===== config.mk =====
export PLATFORM = sky130hd
export DESIGN_NAME = vga_sync_gen
export DESIGN_NICKNAME = d
export VERILOG_FILES = /design/src/rtl/vga_timing_pkg.sv /design/src/rtl/sync_axis_counter.sv /design/src/rtl/vga_sync_gen.sv
export SDC_FILE = /design/constraint.sdc
export NUM_CORES = 1
export LEC_CHECK = 0
export CORE_MARGIN = 1
export CORE_UTILIZATION = 30
export CTS_CLUSTER_DIAMETER = 150
export DETAILED_ROUTE_END_ITERATION = 7
export GPL_ROUTABILITY_DRIVEN = 0
export PLACE_DENSITY_LB_ADDON = 0.25
export SLEW_MARGIN = 30
export SYNTH_ARGS = -nofsm -noshare
export SYNTH_HDL_FRONTEND = slang
export SYNTH_HIERARCHICAL = 1
export SYNTH_SLANG_ARGS = --single-unit

===== constraint.sdc =====
create_clock -name clk -period 6.3 [get_ports clk]
set_input_delay 0.63 -clock clk [delete_from_list [all_inputs] [get_ports clk]]
set_output_delay 0.63 -clock clk [all_outputs]
set_load 0.05 [all_outputs]

===== src/rtl/vga_timing_pkg.sv =====
// rtl/vga_timing_pkg.sv - shared VGA timing presets, polarity constants and helpers
package vga_timing_pkg;

  // Sync polarity levels: the level a sync output takes while its pulse is active
  localparam int SYNC_ACTIVE_LOW  = 0;
  localparam int SYNC_ACTIVE_HIGH = 1;

  // Axis identifiers, used for naming and preset lookup
  typedef enum logic {
    AXIS_H = 1'b0,
    AXIS_V = 1'b1
  } axis_e;

  // One axis worth of timing, in pixels (H) or lines (V)
  typedef struct packed {
    int active;
    int fp;
    int sync;
    int bp;
    int pol;
  } axis_timing_t;

  // Total period of an axis: visible region plus both porches and the sync pulse
  function automatic int axis_total(input int active, input int fp, input int sync, input int bp);
    return active + fp + sync + bp;
  endfunction

  // 640x480 @ 60 Hz, 25.175 MHz pixel clock, both syncs active-low
  localparam int VGA640_H_ACTIVE = 640;
  localparam int VGA640_H_FP     = 16;
  localparam int VGA640_H_SYNC   = 96;
  localparam int VGA640_H_BP     = 48;
  localparam int VGA640_H_POL    = SYNC_ACTIVE_LOW;
  localparam int VGA640_V_ACTIVE = 480;
  localparam int VGA640_V_FP     = 10;
  localparam int VGA640_V_SYNC   = 2;
  localparam int VGA640_V_BP     = 33;
  localparam int VGA640_V_POL    = SYNC_ACTIVE_LOW;
  localparam int H_TOTAL = axis_total(VGA640_H_ACTIVE, VGA640_H_FP, VGA640_H_SYNC, VGA640_H_BP);
  localparam int V_TOTAL = axis_total(VGA640_V_ACTIVE, VGA640_V_FP, VGA640_V_SYNC, VGA640_V_BP);

  // 800x600 @ 60 Hz, 40 MHz pixel clock, both syncs active-high
  localparam axis_timing_t SVGA800_H = '{active: 800, fp: 40, sync: 128, bp: 88, pol: SYNC_ACTIVE_HIGH};
  localparam axis_timing_t SVGA800_V = '{active: 600, fp: 1, sync: 4, bp: 23, pol: SYNC_ACTIVE_HIGH};
  localparam int SVGA800_H_TOTAL = axis_total(SVGA800_H.active, SVGA800_H.fp, SVGA800_H.sync, SVGA800_H.bp);
  localparam int SVGA800_V_TOTAL = axis_total(SVGA800_V.active, SVGA800_V.fp, SVGA800_V.sync, SVGA800_V.bp);

endpackage


===== src/rtl/sync_axis_counter.sv =====
// rtl/sync_axis_counter.sv - one timing axis: wrapping counter with sync and active decode
module sync_axis_counter
  import vga_timing_pkg::*;
#(
  parameter int CNT_W  = 10,
  parameter int ACTIVE = 640,
  parameter int FP     = 16,
  parameter int SYNC   = 96,
  parameter int BP     = 48,
  parameter int POL    = SYNC_ACTIVE_LOW
) (
  input  logic             clk,
  input  logic             reset,
  input  logic             step,
  output logic [CNT_W-1:0] cnt,
  output logic             wrap,
  output logic             sync_i,
  output logic             active_i
);

  localparam int TOTAL = axis_total(ACTIVE, FP, SYNC, BP);

  // Decode boundaries sized to the counter so every compare is width-matched
  localparam logic [CNT_W-1:0] LAST       = CNT_W'(TOTAL - 1);
  localparam logic [CNT_W-1:0] SYNC_FIRST = CNT_W'(ACTIVE + FP);
  localparam logic [CNT_W-1:0] SYNC_LAST  = CNT_W'(ACTIVE + FP + SYNC - 1);
  localparam logic [CNT_W-1:0] ACTIVE_END = CNT_W'(ACTIVE);
  localparam logic [CNT_W-1:0] ONE        = CNT_W'(1);
  localparam logic             ON_LVL     = (POL != SYNC_ACTIVE_LOW);

  // Wrap is qualified by step so the next axis advances only on the real last position
  assign wrap     = step && (cnt == LAST);
  assign sync_i   = ((cnt >= SYNC_FIRST) && (cnt <= SYNC_LAST)) ? ON_LVL : ~ON_LVL;
  assign active_i = (cnt < ACTIVE_END);

  // Position counter: advance on step, return to zero after the last position
  always_ff @(posedge clk or posedge reset) begin
    if (reset) begin
      cnt <= '0;
    end else if (step) begin
      cnt <= (cnt == LAST) ? '0 : cnt + ONE;
    end
  end

endmodule


===== src/rtl/vga_sync_gen.sv =====
// rtl/vga_sync_gen.sv - parametrised VGA timing generator with registered, aligned outputs
module vga_sync_gen
  import vga_timing_pkg::*;
#(
  parameter int CNT_W    = 10,
  parameter int CLK_DIV  = 4,
  parameter int H_ACTIVE = VGA640_H_ACTIVE,
  parameter int H_FP     = VGA640_H_FP,
  parameter int H_SYNC   = VGA640_H_SYNC,
  parameter int H_BP     = VGA640_H_BP,
  parameter int H_POL    = VGA640_H_POL,
  parameter int V_ACTIVE = VGA640_V_ACTIVE,
  parameter int V_FP     = VGA640_V_FP,
  parameter int V_SYNC   = VGA640_V_SYNC,
  parameter int V_BP     = VGA640_V_BP,
  parameter int V_POL    = VGA640_V_POL
) (
  input  logic             clk,
  input  logic             reset,
  input  logic             en,
  output logic             p_tick,
  output logic             hsync,
  output logic             vsync,
  output logic             video_on,
  output logic [CNT_W-1:0] pixel_x,
  output logic [CNT_W-1:0] pixel_y,
  output logic             line_end,
  output logic             frame_end
);

  localparam int H_TOT = axis_total(H_ACTIVE, H_FP, H_SYNC, H_BP);
  localparam int V_TOT = axis_total(V_ACTIVE, V_FP, V_SYNC, V_BP);

  // A divide-by-one still needs a one-bit phase register that simply sits at zero
  localparam int               DIV_W    = (CLK_DIV > 1) ? $clog2(CLK_DIV) : 1;
  localparam logic [DIV_W-1:0] DIV_LAST = DIV_W'(CLK_DIV - 1);
  localparam logic [DIV_W-1:0] DIV_ONE  = DIV_W'(1);

  // Inactive sync levels, used out of reset and outside the pulse
  localparam logic H_IDLE = (H_POL == SYNC_ACTIVE_LOW);
  localparam logic V_IDLE = (V_POL == SYNC_ACTIVE_LOW);

  // Parameter sets that cannot produce a usable raster stop elaboration
  if (CLK_DIV < 1) begin : g_bad_div
    $error("vga_sync_gen: CLK_DIV must be at least 1");
  end
  if ((H_SYNC < 1) || (V_SYNC < 1)) begin : g_bad_sync
    $error("vga_sync_gen: sync pulse width must be at least one");
  end
  if ((H_TOT > (1 << CNT_W)) || (V_TOT > (1 << CNT_W))) begin : g_bad_total
    $error("vga_sync_gen: axis total does not fit in CNT_W bits");
  end

  logic [DIV_W-1:0] div_cnt;
  logic             tick_i;
  logic [CNT_W-1:0] h_cnt;
  logic [CNT_W-1:0] v_cnt;
  logic             h_wrap;
  logic             v_wrap;
  logic             h_sync_i;
  logic             v_sync_i;
  logic             h_active_i;
  logic             v_active_i;

  assign tick_i = en && (div_cnt == DIV_LAST);

  // Pixel-tick divider: phase holds while en is low so resuming skips nothing
  always_ff @(posedge clk or posedge reset) begin
    if (reset) begin
      div_cnt <= '0;
    end else if (en) begin
      div_cnt <= (div_cnt == DIV_LAST) ? '0 : div_cnt + DIV_ONE;
    end
  end

  sync_axis_counter #(
    .CNT_W  (CNT_W),
    .ACTIVE (H_ACTIVE),
    .FP     (H_FP),
    .SYNC   (H_SYNC),
    .BP     (H_BP),
    .POL    (H_POL)
  ) u_h_axis (
    .clk      (clk),
    .reset    (reset),
    .step     (tick_i),
    .cnt      (h_cnt),
    .wrap     (h_wrap),
    .sync_i   (h_sync_i),
    .active_i (h_active_i)
  );

  // The vertical axis steps once per line, on the same tick that wraps the line
  sync_axis_counter #(
    .CNT_W  (CNT_W),
    .ACTIVE (V_ACTIVE),
    .FP     (V_FP),
    .SYNC   (V_SYNC),
    .BP     (V_BP),
    .POL    (V_POL)
  ) u_v_axis (
    .clk      (clk),
    .reset    (reset),
    .step     (h_wrap),
    .cnt      (v_cnt),
    .wrap     (v_wrap),
    .sync_i   (v_sync_i),
    .active_i (v_active_i)
  );

  // Output stage: every output is one clk behind the counters; strobes drop while paused
  always_ff @(posedge clk or posedge reset) begin
    if (reset) begin
      p_tick    <= 1'b0;
      hsync     <= H_IDLE;
      vsync     <= V_IDLE;
      video_on  <= 1'b0;
      pixel_x   <= '0;
      pixel_y   <= '0;
      line_end  <= 1'b0;
      frame_end <= 1'b0;
    end else if (en) begin
      p_tick    <= tick_i;
      hsync     <= h_sync_i;
      vsync     <= v_sync_i;
      video_on  <= h_active_i && v_active_i;
      pixel_x   <= h_cnt;
      pixel_y   <= v_cnt;
      line_end  <= h_wrap;
      frame_end <= v_wrap;
    end else begin
      p_tick    <= 1'b0;
      line_end  <= 1'b0;
      frame_end <= 1'b0;
    end
  end

endmodule


==> summary by stage, run 1 <==
Status
The run finished with clean final reports.

Place
The placed instances occupy a cell area of 2590 um^2. The number of cells in the design after placement is 304. The final HPWL from detailed placement is 2770 um. In this run the tool buffered the top-level ports with 28 buffer cells.

Power and ir drop
The overall power of the completed layout is 0.718 mW. For this design the static power due to leakage is 1.19 nW. The maximum vdd drop is 0.0958 mV. The cell area power density is 269 nW/um^2.

Logic synthesis
The synthesized design contains 48 register bits. During synthesis, Yosys emitted a total of 6 warnings. The post-synthesis instance total is 182.

The mean area per synthesized cell is 12.2 um^2. The synthesized netlist contains 42 unique library cells. The number of nets in the synthesized netlist is 191.

The sequential cell area fraction in the yosys report is 0.540. The post-synthesis instance area is 2230 um^2.

Setup path
Counting cells, the worst reg-to-reg path comes to 7. The startpoint of the worst-slack reg-to-reg timing path is div_cnt[0]. For this design, the slowest cell found on the critical path is sky130_fd_sc_hd__or4_1. The worst path arrival time is 3260 ps.

The maximum net fanout on the critical path is 29. The worst setup path is captured at a flip-flop. The critical path starts at en. The endpoint identified for the worst register-to-register timing path is u_v_axis/cnt[9]. Walking the worst path, the cells encountered are clkdlybuf4s50_1 -> buf_4 -> and2_1 -> nand4_1 -> nor2_4 -> nand4_2 -> or4_1 -> a21oi_1. In this design, the stage delay of the slowest critical-path cell is 500 ps. By startpoint and endpoint, the worst setup path is classified as in -> reg. The slack of the worst reg-to-reg path is 3930 ps. The startpoint class of the critical path is a primary input. For the worst setup path, the data required time is 6530 ps.

Final layout
The filler cells instantiated in the layout total 726. Compared with the post-synthesis result, the final layout area differs by 19.7%. The net count of the finished layout is 221. The count of non-filler cells in the finished layout is 312. The finished cells cover 2670 um^2. Summing all multi-input logic gate instances after layout gives 937 um^2. 0 antenna diodes ended up in the layout. In the final layout, the share of cells above drive strength 1 is 0.197. The end-of-flow core utilization is 0.370. The area taken by flip-flops and latches is 1200 um^2.

Clock tree
The clock sink count is 48. After clock tree synthesis, the flow added hold-fix buffers numbering 0. The TritonCTS clock tree is built.

Buffers inserted during clock tree synthesis total 5. The count of H-tree levels built during CTS is 2. At the later pin of the worst-skew pair, clock insertion delay measures 310 ps.

The number of gates resized after cts is 0. The buffer depth of the longest clock path is 2. The setup fix buffers added after clock tree synthesis is 0.

The cell sitting at the root of the clock tree is a sky130_fd_sc_hd__clkbuf_8. The clock transition time at the flip-flop clock pins of the worst setup and hold paths is 90 ps.

Timing
Clock skew on the completed layout was measured at 12.0 ps. The portion of the clock cycle consumed by the worst path in the final layout is 0.481. The number of slew-limit violations in the final report was 0.

The number of setup violations in the final report is 0. Setup repair after global routing left no endpoint under its margin. The number of endpoints with negative hold slack in the final report is 0. The smallest clock period supported by the final layout is computed as 3030 ps. For the final routed database, the setup TNS stands at 0 ps. Timing would allow up to 0.330 GHz. The headroom to the max-slew limit is 0.572.

The transition time of the tightest slew-check pin is 641 ps.

Global routing
The total routing resource utilization after global routing is 0.118. Global routing finished with a remaining overflow of 0. The number of global-route vias before repair was 1347. The wire length of the first global-routing pass is 6940 um. The largest net degree at the start of global routing is 30. The initial antenna violation count is 0.

Route
The first detailed-routing pass took 4 iterations. The total number of vias is 1421. The number of DRC markers in iteration 0 is 126. The via count normalized by instance count is 4.55.

The remaining antenna violation count is 0. Wires add up to 4200 um. The total DRC errors in the routed layout is 0. Dividing the detail-routed wire length by the instance count gives 13.5 um.

Hold path
The path with the worst hold slack has its endpoint at pixel_y[2]. The start point of the worst hold path is pixel_y[2]. The type of the tightest min-delay check is reg -> reg. The instance count along the most critical hold path is 1.

Floorplan
The width of the chip is 88.2 um. The standard-cell row count is 31. The die extent in y is 88.2 um. The total die area is 7780 um^2. The number of I/O pins is 29. The region available for standard cell placement spans 7210 um^2.

The initial utilization of the core area, before any placement, comes to 0.309.

Run
The max-capacitance violation count is 0.
-- cell families after synthesis --
logic type / after synthesis / share of synthesized area
AO/OA/AOI/OAI: 13 / 0.0387
XOR/XNOR: 12 / 0.0472
adder cells (fa/ha/maj): 6 / 0.0337
buffers and inverters: 15 / 0.0393
flip-flops: 48 / 0.540
multiplexers: 26 / 0.139
AND/OR/NAND/NOR: 62 / 0.162
-- synth_stat cells (all sizes together) --
cell type,n,area (um^2)
a21o,1,8.76
a21oi,1,5.00
a311oi,1,8.76
a31oi,1,6.26
and2,4,25.0
and3,1,6.26
and4,2,17.5
buf,6,53.8
dfrtp,46,1150
dfstp,2,52.6
ha,6,75.1
inv,9,33.8
mux2,25,300
mux2i,1,10.0
nand2,13,48.8
nand2b,2,12.5
nand3,5,25.0
nand4,6,43.8
nand4b,1,8.76
nor2,14,60.1
nor3,6,41.3
nor4,1,6.26
nor4b,1,8.76
o211ai,2,15.0
o21ai,4,20.0
o221ai,1,8.76
o22ai,1,6.26
o31ai,1,7.51
or2b,1,7.51
or3,1,11.3
or3b,1,8.76
or4,2,15.0
or4b,1,13.8
xnor2,5,43.8
xor2,7,61.3
-- cell type report --
| cell class | instances | share of cell area |
|---|---|---|
| clock inverters | 1 | 0.00188 |
| multi-input cells | 119 | 0.351 |
| flip-flops and latches | 48 | 0.451 |
| clock buffers | 7 | 0.0286 |
| repair buffers | 29 | 0.108 |
| inverters | 9 | 0.0127 |
| well taps | 99 | 0.0464 |
-- layer usage --
| metal | up-vias | wire length [um] | global-route usage |
|---|---|---|---|
| met5 | - | 0 | 0 |
| met4 | 0 | 52 | 0.0352 |
| met3 | 5 | 187 | 0.0302 |
| met2 | 38 | 1770 | 0.164 |
| met1 | 690 | 2190 | 0.178 |
| li1 | 688 | - | - |
-- critical path, delay by kind of cell --
kind,cells,cell delay [ps]
simple gates,5,1660
buf+inv,2,800
compound gates,1,150
-- where the power goes --
part | switching, mW | internal (mW)
clock network | 0.102 | 0.0782
logic | 0.0958 | 0.0685
registers | 0.0314 | 0.342
total | 0.229 | 0.489
-- metrics by stage --
stage / hold slack [ps] / setup WS [ps]
3_5_place_dp: 496 / 2950
2_1_floorplan: 470 / 3760
6_report: 510 / 3270
4_1_cts: 517 / 3270
3_3_place_gp: 496 / 3040
5_1_grt: 533 / 3060
-- cells in the final DEF, fill, tap and decap left out, drive strengths merged, types with 2 or more instances in the layout --
cell / synthesis / layout
and2: 4 / 4
and4: 2 / 2
clkbuf: 0 / 7
clkdlybuf4s50: 0 / 28
dfrtp: 46 / 46
dfstp: 2 / 2
ha: 6 / 6
inv: 9 / 9
mux2: 25 / 25
nand2: 13 / 13
nand2b: 2 / 2
nand3: 5 / 5
nand4: 6 / 6
nor2: 14 / 14
nor3: 6 / 6
o211ai: 2 / 2
o21ai: 4 / 4
or4: 2 / 2
xnor2: 5 / 5
xor2: 7 / 7
-- registers in the layout, summed over array words and instances (netlist names) --
register      count
line_end          1
video_on          1
div_cnt           2
u_h_axis/cnt     10
p_tick            1
u_v_axis/cnt     10
pixel_y          10
frame_end         1
pixel_x          10
hsync             1
vsync             1
-- worst max-delay path by stage --
stage | end | slack [ps] | depth (start not counted)
2_1_floorplan | u_v_axis/cnt[9] | 3760 | 9
3_3_place_gp | u_v_axis/cnt[9] | 3040 | 8
3_5_place_dp | u_v_axis/cnt[9] | 2950 | 8
4_1_cts | u_v_axis/cnt[9] | 3270 | 8
5_1_grt | u_v_axis/cnt[9] | 3060 | 8
6_report | u_v_axis/cnt[9] | 3270 | 8
(Power assumes the default switching activity.)
==> inputs of run 2 (changes only) <==
==> constraint.sdc (replaced) <==
create_clock -name clk -period 2.5 [get_ports clk]
set_input_delay 0.25 -clock clk [delete_from_list [all_inputs] [get_ports clk]]
set_output_delay 0.25 -clock clk [all_outputs]
set_load 0.05 [all_outputs]
==> summary by stage, run 2 (same netlist as run 1, synthesis figures left out) <==
Hold path
The type of the tightest min-delay check is in -> async.

Place
Timing analysis after detailed placement gives a worst setup slack of 442 ps. The final HPWL from detailed placement is 2910 um. The number of buffer cells added on primary ports is 28.

Timing
Headroom to the max-slew limit came out at 0.665. The worst setup slack after layout is 511 ps. The number of endpoints with negative hold slack in the final report is 0. The number of slew-limit violations in the final report was 0.

The clock arrives with 5.27 ps of skew. Hold is met by 159 ps. Derived from the worst setup path, the maximum achievable clock frequency is 0.503 GHz. Setup repair after global routing left no endpoint under its margin. For the pin with the worst max-slew slack, the measured transition is 501 ps.

The number of setup violations in the final report is 0. The shortest period the worst path allows is 1990 ps. In the finished design, the share of the clock period the worst path needs comes to 0.795. The aggregate negative setup slack is 0 ps.

Route
The via count normalized by instance count is 4.67. The routed design uses 151 um of met3 wire. In this run the remaining antenna-violating nets after routing total 0. For this run, design rule violations remaining after detail routing come to 0. The final route contains 1477 vias. The first detailed-routing pass ran for 4 iterations.

After detailed routing, the met2 layer carries 1890 um of wire. The wire length per cell after detailed routing is 13.5 um. The highest metal layer carrying signal wires in the routed design is met4.

The final wirelength is 4260 um. The met1 wire length is 2150 um. In this run, the number of DRC markers left after iteration 0 of detailed routing was 65.

Run
Across the run, the number of max-cap violations was 0.

Power and ir drop
Total power for the finished layout comes to 1.92 mW. The maximum vdd drop is 0.212 mV. The cell area power density is 705 nW/um^2. The analysis attributes to cell leakage a power of 1.22 nW.

Global routing
Entering global routing, the biggest net connects 29 pins. The initial antenna violation count is 0. The number of global-route vias before repair was 1468. For this run the aggregate overflow at the end of global routing stands at 0.

For this run, the total global-route usage over all layers was measured as 0.124. The first global-routing pass estimated 7330 um of wire.

Clock tree
Once the clock tree was built, the resizer swapped 0 gates to a different size. Counting the buffers created by CTS gives 5. The worst-skew pair later-pin latency is 300 ps. CTS saw 48 sinks.

The H-tree was split into 2 levels. The setup fix buffers added after clock tree synthesis is 0. The TritonCTS clock tree is built.

The root cell of the clock tree is sky130_fd_sc_hd__clkbuf_8. Clock-pin slew was measured on the worst setup and hold paths at 90 ps. The post-cts hold buffer count is 0. The longest clock path from root to sink contains 2 buffers.

Final layout
The end-of-flow core utilization is 0.378. The top cell types in the final layout, fill and taps aside, are 46 x sky130_fd_sc_hd__dfrtp_1, 28 x sky130_fd_sc_hd__clkdlybuf4s50_1, 20 x sky130_fd_sc_hd__mux2_2. The fraction of layout instances using a drive strength above 1 is 0.212.

The number of antenna diodes in the final layout is 0. The post-synthesis to final-layout area growth is 22.2%. The net count of the finished layout is 225. Leaving out fill and tap cells, the most frequent cell in the layout is sky130_fd_sc_hd__dfrtp_1.

Status
The run finished with clean final reports.

Floorplan
For this configuration, the core starts out at a cell density of 0.309. The die extent in y is 88.2 um. The number of I/O pins is 29.

The width of the chip is 88.2 um. The core area is 7210 um^2. In this run the core area contains 31 standard-cell rows. The total die area is 7780 um^2.

Setup path
The critical path in this run is classified as reg -> reg. For this run, the slowest stage of the critical path takes 460 ps. The worst setup path is captured at a flip-flop.

Walking the worst path, the cells encountered are nand4b_1 -> or3_4 -> nor2_4 -> buf_4 -> nand4_1 -> nor3_1 -> xor2_1. The worst path buffer plus inverter count is 1. The startpoint class of the critical path is a flip-flop. The required time at the endpoint of the critical path is 2730 ps. The master of the slowest instance on the critical path is sky130_fd_sc_hd__dfrtp_1.

Data arrives at the worst endpoint at 2220 ps. The cell family contributing the most delay on the critical path is simple AND/OR/NAND/NOR gates. For the worst flop-to-flop path, the logic depth is 7.

The number of cells on the critical path is 7. Along the worst path, the maximum fanout reaches 11.
[run 2: cell count changes in the layout (fill, tap and decap cells not counted), sizes merged]
cell,before,now
clkbuf,7,6
bufinv,0,1
buf,1,5
[run 2: path summary, 6_finish.rpt]
check                      slack, ps       startpoint              end
setup / recovery                 510  u_h_axis/cnt[7]  u_v_axis/cnt[8]
hold / removal                   160            reset        frame_end
setup reg to reg                 510  u_h_axis/cnt[7]  u_v_axis/cnt[8]
hold reg to reg                  510       pixel_y[2]       pixel_y[2]
max in group asynchronous       1770            reset            hsync
min in group clk                 510       pixel_y[2]       pixel_y[2]
[run 2: power by group]
group          switching [mW]  internal, mW  total [mW]
Combinational           0.245         0.180       0.425
Clock                   0.261         0.297       0.558
Sequential             0.0759         0.863       0.939
Total                   0.582          1.34        1.92
[run 2: area by class of cell]
class | count | area (um^2)
Fill cell | 745 | 4490
Sequential cell | 48 | 1200
Multi-Input combinational cell | 119 | 937
Timing Repair Buffer | 33 | 318
Tap cell | 99 | 124
Clock buffer | 6 | 72.6
Clock inverter | 2 | 35.0
Inverter | 9 | 33.8
[run 2: worst reg2reg max path: stages, from the launching register on]
cell,delay [ps]
sky130_fd_sc_hd__dfrtp_1,460
sky130_fd_sc_hd__nand4b_1,200
sky130_fd_sc_hd__or3_4,380
sky130_fd_sc_hd__nor2_4,100
sky130_fd_sc_hd__buf_4,180
sky130_fd_sc_hd__nand4_1,180
sky130_fd_sc_hd__nor3_1,260
sky130_fd_sc_hd__xor2_1,160
[run 2: per-stage QoR]
step	std cells	area [um^2]
after global placement	308	2620
after detailed placement	308	2620
after floorplan	182	2230
final	316	2720
after global routing	316	2720
after CTS	316	2720
[run 2: routing by layer]
metal,vias to the layer above,global-route usage
met2,34,0.176
met5,-,0
met4,0,0.0411
li1,702,-
met3,5,0.0292
met1,736,0.184
